[src/rtl/regfile_pkg.sv]
// Shared constants and types for the architectural register file.
package regfile_pkg;

   localparam int unsigned REG_WIDTH  = 64;
   localparam int unsigned REG_ADDR_W = 5;
   localparam int unsigned NUM_REGS   = 32;
   localparam int unsigned XZR_IDX    = 31;

   typedef logic [REG_ADDR_W-1:0] reg_addr_t;
   typedef logic [REG_WIDTH-1:0]  reg_word_t;
   typedef reg_word_t [NUM_REGS-1:0] reg_bank_t;

endpackage

[src/rtl/reg_file_64x32_dec.sv]
// 5:32 one-hot write-enable decoder. The bit for the zero register is never set.
module decoder5_32
   import regfile_pkg::*;
#(
   parameter int unsigned ZERO_IDX = XZR_IDX
) (
   input  logic                addr_en,
   input  reg_addr_t           addr,
   output logic [NUM_REGS-1:0] onehot
);

   // Enable bit i only when the index matches. An unknown enable can only touch the
   // addressed bit, because every other bit is ANDed with a false compare.
   always_comb begin
      // NOTE: the output gets a default before the loop, so no path leaves it unassigned and no latch is inferred.
      onehot = '0;
      for (int i = 0; i < NUM_REGS; i++) begin
         if (i != ZERO_IDX) begin
            onehot[i] = addr_en & (addr == REG_ADDR_W'(i));
         end
      end
   end

endmodule

[src/rtl/reg_file_64x32_mux.sv]
// 32:1 read-select mux over the packed register bank; one instance per read port.
module mux32_1
   import regfile_pkg::*;
#(
   parameter int unsigned WIDTH = REG_WIDTH
) (
   input  logic [NUM_REGS-1:0][WIDTH-1:0] bank,
   input  reg_addr_t                      sel,
   output logic [WIDTH-1:0]               data
);

   assign data = bank[sel];

endmodule

[src/rtl/reg_file_64x32.sv]
// Architectural register file: X0..X30 in flops, X31 hard-wired to zero.
// One synchronous write port and two combinational read ports, with optional
// same-cycle write-to-read forwarding placed after each read mux.
module reg_file_64x32
   import regfile_pkg::*;
#(
   parameter int unsigned WIDTH    = REG_WIDTH,
   parameter int unsigned ADDR_W   = REG_ADDR_W,
   parameter int unsigned ZERO_REG = XZR_IDX,
   parameter int unsigned BYPASS   = 1
) (
   input  logic              clk,
   input  logic              reset,
   input  logic              wr_en,
   input  logic [ADDR_W-1:0] wr_addr,
   input  logic [WIDTH-1:0]  wr_data,
   input  logic [ADDR_W-1:0] rd_addr1,
   input  logic [ADDR_W-1:0] rd_addr2,
   output logic [WIDTH-1:0]  rd_data1,
   output logic [WIDTH-1:0]  rd_data2
);

   localparam logic [ADDR_W-1:0] ZERO_ADDR = ADDR_W'(ZERO_REG);

   logic [NUM_REGS-1:0]            we;
   logic [NUM_REGS-1:0][WIDTH-1:0] bank;
   logic [WIDTH-1:0]               mux_data1;
   logic [WIDTH-1:0]               mux_data2;
   logic                           hit1;
   logic                           hit2;

   decoder5_32 #(
      .ZERO_IDX (ZERO_REG)
   ) u_dec (
      .addr_en (wr_en),
      .addr    (wr_addr),
      .onehot  (we)
   );

   // Per-register storage: enabled DFFs, with the zero entry tied off in the bank.
   for (genvar i = 0; i < NUM_REGS; i++) begin : g_reg
      if (i == ZERO_REG) begin : g_zero
         assign bank[i] = '0;
      end else begin : g_dff
         logic [WIDTH-1:0] q;

         // Load wr_data when this register's decoded enable is high; reset clears it.
         always_ff @(posedge clk or posedge reset) begin
            // NOTE: every register clears on reset. These are discrete flops, not a RAM macro, and the read ports must show zero right after reset.
            if (reset) begin
               // NOTE: sequential state is assigned with <= so that all flops sample their pre-edge inputs together.
               q <= '0;
            end else if (we[i]) begin
               q <= wr_data;
            end
         end

         assign bank[i] = q;
      end
   end

   mux32_1 #(.WIDTH(WIDTH)) u_mux1 (.bank(bank), .sel(rd_addr1), .data(mux_data1));
   mux32_1 #(.WIDTH(WIDTH)) u_mux2 (.bank(bank), .sel(rd_addr2), .data(mux_data2));

   // Forward only a real write to a non-zero register on the same port's address.
   assign hit1 = (BYPASS != 0) && wr_en && (wr_addr == rd_addr1) && (rd_addr1 != ZERO_ADDR);
   assign hit2 = (BYPASS != 0) && wr_en && (wr_addr == rd_addr2) && (rd_addr2 != ZERO_ADDR);

   // Port 1 output: reset forces zero, otherwise a 2:1 bypass after the read mux.
   always_comb begin
      rd_data1 = mux_data1;
      if (reset) begin
         rd_data1 = '0;
      end else if (hit1) begin
         rd_data1 = wr_data;
      end
   end

   // Port 2 output: same structure as port 1, resolved independently.
   always_comb begin
      rd_data2 = mux_data2;
      if (reset) begin
         rd_data2 = '0;
      end else if (hit2) begin
         rd_data2 = wr_data;
      end
   end

endmodule

[config.mk]
export PLATFORM = sky130hd
export DESIGN_NAME = reg_file_64x32
export DESIGN_NICKNAME = d
export VERILOG_FILES = /design/src/rtl/regfile_pkg.sv /design/src/rtl/reg_file_64x32_dec.sv /design/src/rtl/reg_file_64x32_mux.sv /design/src/rtl/reg_file_64x32.sv
export SDC_FILE = /design/constraint.sdc
export NUM_CORES = 2
export LEC_CHECK = 0
export CAP_MARGIN = 20
export CORE_MARGIN = 2
export CORE_UTILIZATION = 60
export CTS_CLUSTER_DIAMETER = 80
export CTS_CLUSTER_SIZE = 30
export DETAILED_ROUTE_END_ITERATION = 10
export GPL_TIMING_DRIVEN = 1
export PLACE_DENSITY = 0.77
export REMOVE_ABC_BUFFERS = 1
export SLEW_MARGIN = 20
export SYNTH_ARGS = -nofsm -noshare
export SYNTH_HDL_FRONTEND = slang
export SYNTH_SLANG_ARGS = --single-unit
[constraint.sdc]
create_clock -name clk -period 90.8 [get_ports clk]
set_clock_uncertainty 0.2 [all_clocks]
set_input_delay 18.16 -clock clk [delete_from_list [all_inputs] [get_ports clk]]
set_output_delay 18.16 -clock clk [all_outputs]
set_load 0.02 [all_outputs]
==> impl_metrics.json <==
{
  "fp.dieW_um": 425,
  "ys.warnings.count": 0,
  "dieArea_um2": 181000,
  "cp.depth": 9,
  "reg.largest.list": "g.g_dff.q: 1984 flops",
  "r2r_slack_ps": 89750,
  "r2r-start": "g_reg[7].g_dff.q[35]",
  "grtUsageTotal_pct": 38.0,
  "run_status": "finished, final reports clean",
  "post_cts_buffers": 0,
  "hp-start": "g_reg[7].g_dff.q[27]",
  "rows": 154,
  "multi_input_area_um2": 53800,
  "comb_power_share_pct": 22.9,
  "cts_tree": "done",
  "worstSetupStartpoint": "rd_addr2[0]",
  "required_ps": 72440,
  "drc": 0,
  "syn_avg_cell_area_um2": 14.9,
  "final_common_cell": "mux2_2",
  "power_density_nw_per_um2": 20.6,
  "p_leak_nw": 48.6,
  "routedWlPerCell_um": 36.8,
  "max-cap-violations": 0,
  "path_buf_inv": 5,
  "power_switching_mw": 0.715,
  "fin_crit_sh_pct": 45.9,
  "ff2ff_path_depth": 1,
  "cts_sinks": 1984,
  "drive_above_1_share_pct": 49.2,
  "cp-endpoint": "rd_data2[24]",
  "pwr-share-clk_pct": 26.8,
  "ctsResizeCount": 0,
  "slowest_stage": "buf_4",
  "io-pin-count": 210,
  "seqPwrFrac_pct": 50.3,
  "dpl_cell_area_um2": 110000,
  "post-route-min-period_ps": 41680,
  "hold_violations": 0,
  "gp_congestion": 0.841,
  "cts_made_buffers": 112,
  "cp_top_family": "buffers and inverters",
  "place_ws_ps": 49100,
  "final_cells": 9289,
  "grt_max_degree": 193,
  "switching_share_pct": 30.4,
  "fin_ws_ps": 49120,
  "core_area_um2": 176000,
  "synth_edf_count": 0,
  "synth_flop_cell": "dfrtp_1",
  "path_cells": "buf_8 > buf_4 > buf_4 > buf_4 > mux2i_1 > a221oi_1 > o221ai_1 > a311oi_2 > clkdlybuf4s50_1",
  "drt_wl_total_um": 342000,
  "rsz0062_at_grt": "no",
  "grt_pass1_vias": 72500,
  "grt_first_pass_wirelength_um": 502000,
  "fill_cells": 12500,
  "dieHeight_um": 425,
  "cp-end-kind": "output pin",
  "worst_pin_slew_ps": 1230,
  "clk_latency_ps": 790,
  "r2r-end": "g_reg[7].g_dff.q[35]",
  "ant_nets": 0,
  "initialDrtViolationCount": 8446,
  "cts_buffer_depth": 3,
  "initial_core_util_pct": 60.4,
  "setup_viol": 0,
  "fmax_mhz": 24.0,
  "via_count": 70200,
  "cts_hold_buf": 0,
  "worst-setup-path-type": "input port to output pin",
  "dpl.hpwl_um": 184000,
  "clk_pin_slew_ps": 90,
  "routed_via_density": 7.56,
  "final_cell_mix": "mux2_2, dfrtp_1, mux4_2",
  "seq_area_um2": 49600,
  "cp.arrival_ps": 23320,
  "peakVddDrop_mv": 0.0166,
  "cpPeakStageDelay_ps": 920,
  "nNetsFinal": 6924,
  "setup_tns_ps": 0,
  "internal_power_mw": 1.64,
  "antenna_found_initial": 15,
  "synthCells": 7156,
  "worstPathMaxFanout": 57,
  "max-slew-margin-rel_pct": 18.1,
  "dp.cells": 9063,
  "syn2layout_area_growth_pct": 7.25,
  "seq_area_frac_synth_pct": 46.6,
  "ys_ff_latch": 1984,
  "synthArstFlopShare_pct": 100,
  "portBuffers": 209,
  "maxSlewViolCount": 0,
  "hold_path_depth": 1,
  "top_register": "g.g_dff.q",
  "synth_area_um2": 107000,
  "ys_types": 48,
  "drt-pass1-iter-count": 5,
  "worst_path_most_repeated_cell": "buf_4",
  "htreeDepth": 3,
  "largest_register_ffs": 1984,
  "hold_path.class": "flip-flop to flip-flop",
  "grt-ovfl-total": 0,
  "cts-root-buf": "clkbuf_16",
  "design_area_um2": 114000,
  "cp-start-kind": "input port"
}
## power groups by stage
stage               Combinational, mW  Sequential [mW]  Clock [mW]
floorplan                       0.391             1.16           0
global placement                0.517             1.18           0
detailed placement              0.532             1.19           0
CTS                             0.535             1.18       0.633
global route                    0.570             1.20       0.665
finish                          0.539             1.18       0.630
## routing by layer
| layer | global-route usage (%) | part of all wire, % | vias up |
|---|---|---|---|
| li1 | - | - | 27400 |
| met1 | 50.5 | 37 | 37500 |
| met2 | 58.8 | 46 | 4257 |
| met3 | 8.73 | 10 | 1086 |
| met4 | 19.9 | 6.3 | 14 |
| met5 | 0 | 0.025 | - |
## final cells by class
type	count	area share (%)
multi-input cells	4349	47.0
flip-flops and latches	1984	43.4
repair buffers	384	3.15
well taps	2340	2.56
clock buffers	115	2.49
clock inverters	96	1.24
inverters	11	0.0427
diodes	10	0.0219
## Yosys cell counts (21+ instances only)
cell	n	area share, %
o221ai_1	71	0.58
mux4_2	799	17
mux2_1	50	0.53
a311oi_1	30	0.25
buf_1	34	0.12
nand3_1	36	0.17
buf_2	203	0.95
dfrtp_1	1984	47
o211ai_1	29	0.20
a311oi_2	60	0.85
nor2_1	152	0.54
nand2_1	98	0.35
o2bb2ai_1	92	0.76
a221oi_1	134	1.1
buf_4	21	0.15
o22ai_1	72	0.42
clkbuf_1	543	1.9
mux2i_1	356	3.3
a32o_1	64	0.60
mux2_2	2053	22
a22o_1	33	0.27
o21ai_0	42	0.20
a22oi_1	87	0.61
## logic make-up (layout without fill, tap and decap cells)
family | after synthesis | count (layout) | share of synthesized area [%]
compound gates | 745 | 745 | 6.19
xor+xnor | 9 | 9 | 0.0740
buf+inv | 823 | 606 | 3.29
flops | 1984 | 1984 | 46.6
mux | 3258 | 3258 | 42.5
other cells | 0 | 10 | 0
simple gates | 337 | 337 | 1.39
## worst min path at each step
stage	end	slack, ps
4_1_cts	g_reg[7].g_dff.q[27]	320
3_5_place_dp	g_reg[7].g_dff.q[27]	300
6_report	g_reg[7].g_dff.q[27]	320
3_3_place_gp	g_reg[7].g_dff.q[38]	290
5_1_grt	g_reg[7].g_dff.q[14]	340
2_1_floorplan	g_reg[7].g_dff.q[0]	280
## stage by stage
| step | hold slack, ps | utilization [%] | power (mW) |
|---|---|---|---|
| 6_report | 318 | 64.8 | 2.35 |
| 4_1_cts | 320 | 64.8 | 2.35 |
| 2_1_floorplan | 277 | - | 1.55 |
| 5_1_grt | 335 | 64.8 | 2.44 |
| 3_3_place_gp | 286 | 62.3 | 1.69 |
| 3_5_place_dp | 298 | 62.4 | 1.73 |
Note: power is estimated with default switching activity, not from simulation.
